`config.mk`:
```
export PLATFORM = sky130hd
export DESIGN_NAME = pkt_fifo
export DESIGN_NICKNAME = d
export VERILOG_FILES = /design/src/rtl/pkt_fifo.sv
export SDC_FILE = /design/constraint.sdc
export NUM_CORES = 1
export LEC_CHECK = 0
export ABC_CLOCK_PERIOD_IN_PS = 4000
export BUFFER_PORTS_ARGS = -buffer_cell sky130_fd_sc_hd__clkbuf_2
export CAP_MARGIN = 40
export CORE_MARGIN = 1
export CORE_UTILIZATION = 45
export DETAILED_ROUTE_END_ITERATION = 12
export GPL_TIMING_DRIVEN = 0
export PLACE_DENSITY = 0.71
export SYNTH_ARGS = -nofsm -noshare
export SYNTH_HDL_FRONTEND = slang
export SYNTH_SLANG_ARGS = --single-unit
```
`constraint.sdc`:
```
create_clock -name clk -period 4 [get_ports clk]
set_clock_uncertainty 0.05 [all_clocks]
set_input_delay 0.4 -clock clk [delete_from_list [all_inputs] [get_ports clk]]
set_output_delay 0.4 -clock clk [all_outputs]
set_load 0.02 [all_outputs]
```
`src/rtl/pkt_fifo.sv`:
```
// Packet-aware synchronous FIFO: {sof, data} storage, 1-cycle registered read, header length tracking.
// Optional sticky error flags are built only when PKT_FIFO_ERR_EN is defined.
module pkt_fifo #(
    parameter int DATA_W    = 8,
    parameter int DEPTH     = 16,
    parameter int LEN_LSB   = 2,
    parameter int LEN_W     = 6,
    parameter int AF_MARGIN = 2
) (
    input  logic                     clk,
    input  logic                     rst,
    input  logic                     soft_rst,
    input  logic                     wr_en,
    input  logic                     lfd_state,
    input  logic [DATA_W-1:0]        din,
    input  logic                     rd_en,
    output logic [DATA_W-1:0]        dout,
    output logic                     dout_valid,
    output logic                     sof_out,
    output logic                     full,
    output logic                     empty,
    output logic                     almost_full,
    output logic [$clog2(DEPTH):0]   count,
    output logic                     pkt_active,
    output logic                     pkt_done,
    output logic                     ovf_err,
    output logic                     udf_err,
    output logic                     trunc_err
);

    localparam int AW    = $clog2(DEPTH);
    localparam int CW    = AW + 1;
    localparam int REM_W = LEN_W + 1;

    logic [DATA_W:0]     mem_q [DEPTH];
    logic [AW-1:0]       wr_ptr_q, wr_ptr_d;
    logic [AW-1:0]       rd_ptr_q, rd_ptr_d;
    logic [CW-1:0]       count_q, count_d;
    logic [REM_W-1:0]    pkt_rem_q, pkt_rem_d;
    logic [DATA_W-1:0]   dout_q, dout_d;
    logic                dout_valid_q, dout_valid_d;
    logic                sof_out_q, sof_out_d;
    logic                pkt_done_q, pkt_done_d;

    logic                wr_acc, rd_acc;
    logic [DATA_W:0]     rd_word;
    logic                rd_sof;
    logic [LEN_W-1:0]    rd_len;

    assign full        = (count_q == CW'(DEPTH));
    assign empty       = (count_q == '0);
    assign almost_full = (count_q >= CW'(DEPTH - AF_MARGIN));

    assign rd_word = mem_q[rd_ptr_q];
    assign rd_sof  = rd_word[DATA_W];
    assign rd_len  = rd_word[LEN_LSB +: LEN_W];

    // A flush swallows any request issued in the same cycle.
    assign wr_acc = wr_en && !full  && !soft_rst;
    assign rd_acc = rd_en && !empty && !soft_rst;

    always_comb begin
        wr_ptr_d     = wr_ptr_q;
        rd_ptr_d     = rd_ptr_q;
        count_d      = count_q;
        pkt_rem_d    = pkt_rem_q;
        dout_d       = dout_q;
        sof_out_d    = sof_out_q;
        dout_valid_d = rd_acc;
        pkt_done_d   = 1'b0;
        if (soft_rst) begin
            wr_ptr_d     = '0;
            rd_ptr_d     = '0;
            count_d      = '0;
            pkt_rem_d    = '0;
            dout_d       = '0;
            sof_out_d    = 1'b0;
            dout_valid_d = 1'b0;
        end else begin
            if (wr_acc) wr_ptr_d = wr_ptr_q + AW'(1);
            if (rd_acc) begin
                rd_ptr_d  = rd_ptr_q + AW'(1);
                dout_d    = rd_word[DATA_W-1:0];
                sof_out_d = rd_sof;
                // Header reload counts payload plus the trailing parity byte.
                if (rd_sof) begin
                    pkt_rem_d = REM_W'(rd_len) + REM_W'(1);
                end else if (pkt_rem_q != '0) begin
                    pkt_rem_d  = pkt_rem_q - REM_W'(1);
                    pkt_done_d = (pkt_rem_q == REM_W'(1));
                end
            end
            case ({wr_acc, rd_acc})
                2'b10:   count_d = count_q + CW'(1);
                2'b01:   count_d = count_q - CW'(1);
                default: count_d = count_q;
            endcase
        end
    end

    always_ff @(posedge clk) begin
        if (wr_acc && !rst) mem_q[wr_ptr_q] <= {lfd_state, din};
    end

    always_ff @(posedge clk) begin
        if (rst) begin
            wr_ptr_q     <= '0;
            rd_ptr_q     <= '0;
            count_q      <= '0;
            pkt_rem_q    <= '0;
            dout_q       <= '0;
            dout_valid_q <= 1'b0;
            sof_out_q    <= 1'b0;
            pkt_done_q   <= 1'b0;
        end else begin
            wr_ptr_q     <= wr_ptr_d;
            rd_ptr_q     <= rd_ptr_d;
            count_q      <= count_d;
            pkt_rem_q    <= pkt_rem_d;
            dout_q       <= dout_d;
            dout_valid_q <= dout_valid_d;
            sof_out_q    <= sof_out_d;
            pkt_done_q   <= pkt_done_d;
        end
    end

    assign dout       = dout_q;
    assign dout_valid = dout_valid_q;
    assign sof_out    = sof_out_q;
    assign count      = count_q;
    assign pkt_active = (pkt_rem_q != '0);
    assign pkt_done   = pkt_done_q;

`ifdef PKT_FIFO_ERR_EN
    logic ovf_err_q, ovf_err_d;
    logic udf_err_q, udf_err_d;
    logic trunc_err_q, trunc_err_d;

    // Sticky flags survive a flush; only rst clears them.
    always_comb begin
        ovf_err_d   = ovf_err_q   | (wr_en && full  && !soft_rst);
        udf_err_d   = udf_err_q   | (rd_en && empty && !soft_rst);
        trunc_err_d = trunc_err_q | (rd_acc && rd_sof && (pkt_rem_q != '0));
    end

    always_ff @(posedge clk) begin
        if (rst) begin
            ovf_err_q   <= 1'b0;
            udf_err_q   <= 1'b0;
            trunc_err_q <= 1'b0;
        end else begin
            ovf_err_q   <= ovf_err_d;
            udf_err_q   <= udf_err_d;
            trunc_err_q <= trunc_err_d;
        end
    end

    assign ovf_err   = ovf_err_q;
    assign udf_err   = udf_err_q;
    assign trunc_err = trunc_err_q;
`else
    assign ovf_err   = 1'b0;
    assign udf_err   = 1'b0;
    assign trunc_err = 1'b0;
`endif

endmodule
```
== Word-level counts from Yosys, hierarchy flattened ==
Memory sizes are Yosys's and may differ from the RTL's. A register that Yosys moved wholly into a read port is not among the register bits.
Cells that the tools add are included.
Storage, ports and cells
  output and inout port bits: 23
  memories: 1
  register bits: 31
  memory bits (writable): 144
  bits of input ports: 14
  logic and storage cells: 45
Operators by class
  multiplexer cells: 7
  eq/ne operators: 4
  $lt $le $gt $ge: 1
  reduce and logical (&&, ||, !) cells: 16
  $add $sub $neg: 6
  bitwise gates (word level): 2
Memory list
  mem_q: words 16, bits a word 9, read ports 1, clocked after memory_dff 1, wr ports 1, line 35  | logic [DATA_W:0] mem_q [DEPTH];
Operator list (count)
  $mux W7: 2
  $pmux W5 S2: 1
  $add A4 B1 Y4 const B: 2
  $mux W4: 2
  $add A6 B1 Y7 const B: 1
  $eq A7 B1 Y1 const B: 1
  $reduce_bool A7 Y1: 1
  $sub A7 B1 Y7 const B: 1
  $add A5 B1 Y5 const B: 1
  $eq A5 B5 Y1 const B: 1
  $ge A5 B4 Y1 const B: 1
  $logic_and A1 B1 Y1: 5
  $logic_not A5 Y1: 1
  $reduce_or A5 Y1: 1
  $sub A5 B1 Y5 const B: 1
  $logic_not A1 Y1: 4
  $reduce_bool A2 Y1: 2
  $eq A2 B1 Y1 const B: 1
  $eq A2 B2 Y1 const B: 1
  $mux W1: 2
  $not A1 Y1: 2
  $reduce_and A2 Y1: 1
  $reduce_or A2 Y1: 1

== Depth between registers and ports, before layout ==
  word-level depth: 7
  depth in mapped cells: 12
  gate-level depth less buffers: 12

== Least setup slack after synthesis ==
No wires, ideal clock.
  path kind: flip-flop to flip-flop
  start point: reg count_q[0], in the netlist count[0]
  end point: reg count_q[4], in the netlist count[4]
  required time: 3880 ps
  stages on the path, launching flop included: 12
  arrival time: 3204 ps
  setup time: 70 ps
  path slack: 675 ps
  buffers on the path: 1
  period minus slack after synthesis: 3325 ps
  path through: dfxtp_1 or4_1 o21ai_1 clkbuf_1 inv_1 ha_1 fa_1 a21o_1 a21oi_1 xor2_1 or3_1 a21oi_1
Between the ends
  cells in the longest elaborated chain, start to end: 6
  elaborated cells on any way between the ends: 14
  classes of those cells: 2 x add/sub; 3 x eq/ne; 1 x mux; 8 x reduce/logical
RTL lines
  start: declaration: line 38  | logic [CW-1:0] count_q, count_d;
  start signal: assignment: line 118  | count_q <= count_d;
  $logic_not A5 Y1 *: line 51  | assign empty = (count_q == '0);
  $logic_not A1 Y1 *: line 60  | assign rd_acc = rd_en && !empty && !soft_rst;
  $logic_and A1 B1 Y1 * (2 in series): line 60
  net rd_acc: line 45  | logic wr_acc, rd_acc;
  $eq A2 B1 Y1 or $eq A2 B2 Y1 (tied branches): line 93  | case ({wr_acc, rd_acc})
  $pmux W5 S2 or $reduce_bool A2 Y1 (tied branches)
Mark *: on every way through the listed nets, which the timed path passes. The rest lies on a longest branch.
A chain may end at the register's enable or synchronous reset.

== Worst setup path after layout ==
Ends and elaborated chain as after synthesis.

==> summary.md <==
| Metric | Value |
|---|---|
| RSZ-0062 raised after global routing | false |
| Site Rows | 46 |
| Final Power | around 3.8 mW |
| Vias in the first global route | 4143 |
| Post_cts resized | 0 |
| Least-Margin Pin Slew | around 0.78 ns |
| Routed vias/inst | ~5.6 |
| GRT overflow | 0 |
| ANT nets after route | 0 |
| Final hold slack | 0.272 ns |
| # diodes | 0 |
| Hold buffers post-CTS | 0 |
| Final wirelength | 15.7 mm |
| F_max | 0.274 GHz |
| Total GRT Usage | 20.2% |
| I/O Pins | 37 |
| Top cell type by total area after synthesis | edfxtp_1 |
| Initial antenna violation count | 0 |
| # DRC | 0 |
| Multi-input logic area | 2180 sq um |
| DRT iter0 DRCs | 428 |
| Post-synth top area share | 58.9% |
| Max_cap viols | 0 |
| Worst Setup Start Kind | flip-flop |
| Final min period | around 3.6 ns |
| Clock Latency Late Sink | 0.43 ns |
| Worst slew margin relative to its limit | 47.9% |
| Yosys warnings | 0 |
| Hold Path Class | in -> reg |
| Netlist Area Pre-Place | 7340 sq um |
| Sequential area share after synthesis | between 60% and 70% |
| Yosys cell types | 52 |
| Clock Tree Buf Depth | 2 |
| Required time worst endpoint | 4.30 ns |
| Initial Util | 46.2% |
| Core area | 15900 sq um |
| Synth area leaders | edfxtp_1 59%, dfxtp_1 9.5%, mux4_2 8.3% |
| CP Max Fanout | 10 |
| Register area | 5020 sq um |
| Endpoints failing hold | 0 |
| Top_reg_cell synth | edfxtp_1 |
| #FFs+latches synth | ~180 |
| Die Y | between 100 and 150 microns |
| Setup CP Type | reg -> reg |
| Clock Root Buffer | clkbuf_16 |
| Final max-slew violation count | 0 |
| Pre-CTS setup slack | 0.196 ns |
| Nets | 548 |
| Mean Syn Cell Area | about 16 sq um |
| Top-count cell post-synth | edfxtp_1 |
| Number of synthesized flops with an enable pin | 144 |
| TritonCTS Buffers | 17 |
| Final setup fails | 0 |
| Drt pass-1 iters | 5 |
| Postcts setup bufs | 0 |
| Synthesis-to-finish area growth | 16.7% |
| Outcome | finished clean |
| Layout cells sized above 1 | 23.6% |
| First-pass GRT wire length | 23.9 mm |
| Pwr Density | 440 nW/um^2 |
| DR WL/cell | between 20 and 25 microns |
| Fillers | 1245 |
| Full die area | roughly 17000 sq um |
| CP Data Arrival Time | 3.95 ns |
| Synth top cells by count | 144 x edfxtp_1, 47 x nor2_1, 35 x dfxtp_1, 27 x mux4_2 |
| Cells after synthesis | 450 |
| Detailed Place HPWL | 10.7 mm |
| Largest net degree at the start of global routing | 19 |
| Async SR Flop Fraction | 0% |
| Clk sink count | 179 |
| H-tree Lvls | 4 |
| Die Width | 130 microns |
| VDD IR max | 0.000316 V |
| Crit end category | flip-flop |
| Reg clk slew, reported paths | 0.07 ns |
| Setup TNS | 0 ns |
| Leak Pwr | 2.96 nW |
| Final worst path period share | 91.1% |
| CTS tree | done |
| DR vias | 4195 |
| Port buffer count | 33 |
| Final WS setup | ~0.36 ns |
| Routability Congestion | ~0.8 |
where the power goes:
group          internal [mW]  total [mW]  switching [mW]
logic                 0.0343       0.100          0.0659
clock network          0.888        1.65           0.759
registers               2.01        2.02         0.00402
total                   2.94        3.76           0.829
worst max-delay path, stage by stage, from the launching register on:
cell and delay [ns]:
dfxtp_1 0.37, or4_1 0.64, o21ai_1 0.34, clkbuf_2 0.29
inv_1 0.19, ha_1 0.31, fa_1 0.44, a21o_1 0.20
a21oi_1 0.18, xor2_1 0.10, or3_1 0.31, a21oi_1 0.15
state kept, by name, summed over array words and instances, names as in the netlist, named ones only:
signal,flops
mem_q,144
dout,8
pkt_rem_q,7
count,5
rd_ptr_q,4
wr_ptr_q,4
dout_valid,1
pkt_done,1
sof_out,1
layout by cell type (no fill, tap or decap), types with 3 or more instances in the layout:
master,count
buf_1,5
conb_1,3
a2bb2oi_1,3
nand3_1,9
or3_1,3
inv_6,4
nor2_1,47
inv_8,4
buf_4,6
o21ai_0,7
xnor2_1,3
clkbuf_16,17
mux4_1,10
edfxtp_1,144
nor3_1,4
nand2b_1,3
a21oi_1,18
ha_1,13
buf_6,14
inv_1,8
clkbuf_1,8
buf_2,4
xor2_1,11
nand2_1,18
nor3_2,4
mux2i_1,14
o21ai_1,3
mux4_2,27
a22oi_1,8
nor2b_1,4
dfxtp_1,35
clkbuf_2,34
logic make-up (layout without fill, tap and decap cells):
family	count (synthesis)	count (layout)	share of synthesized area, %
flip-flops	179	179	68.5
AND/OR/NAND/NOR	104	104	6.55
AO/OA/AOI/OAI	55	55	4.86
multiplexers	51	51	13.8
buffers and inverters	32	113	2.11
adder cells (fa/ha/maj)	14	14	2.49
XOR/XNOR	14	14	1.67
other	1	3	0.0511
final timing paths:
| path | cells after the start | start | end | slack [ns] |
|---|---|---|---|---|
| max | 11 | count[0]$_SDFFE_PP0P_ | count[4]$_SDFFE_PP0P_ | 0.36 |
| min | 4 | rst | pkt_rem_q[2]$_SDFFE_PP0P_ | 0.27 |
| max reg2reg | 11 | count[0]$_SDFFE_PP0P_ | count[4]$_SDFFE_PP0P_ | 0.36 |
| min reg2reg | 2 | dout[7]$_SDFFE_PP0P_ | dout[7]$_SDFFE_PP0P_ | 0.45 |
area by class of cell:
cell class / instances / area share, %
Inverter: 9 / 0.395
Sequential cell: 179 / 58.7
Clock buffer: 17 / 4.97
Multi-Input combinational cell: 241 / 25.5
Timing Repair Buffer: 49 / 3.90
Buffer: 23 / 1.43
Clock inverter: 15 / 1.91
Tap cell: 216 / 3.16
layer usage:
| metal | routed length [microns] | part of all wire [%] | vias to the layer above | track usage [%] |
|---|---|---|---|---|
| met1 | 6800 | 43 | 2120 | 26.9 |
| met2 | 7790 | 49 | 159 | 33.1 |
| met3 | 984 | 6.2 | 15 | 4.22 |
| met4 | 171 | 1.1 | 0 | 7.11 |
| met5 | 0 | 0 | - | 0 |
| li1 | - | - | 1901 | - |
per-stage QoR:
step | cells | util [%] | area (sq um)
after global placement | 701 | 49.0 | 7780
after detailed placement | 717 | 50.2 | 7970
final | 749 | 53.9 | 8560
after global routing | 749 | 53.9 | 8560
after CTS | 749 | 53.9 | 8560
after floorplan | 452 | - | 7340
No activity file was read; power rests on OpenSTA's default activity.
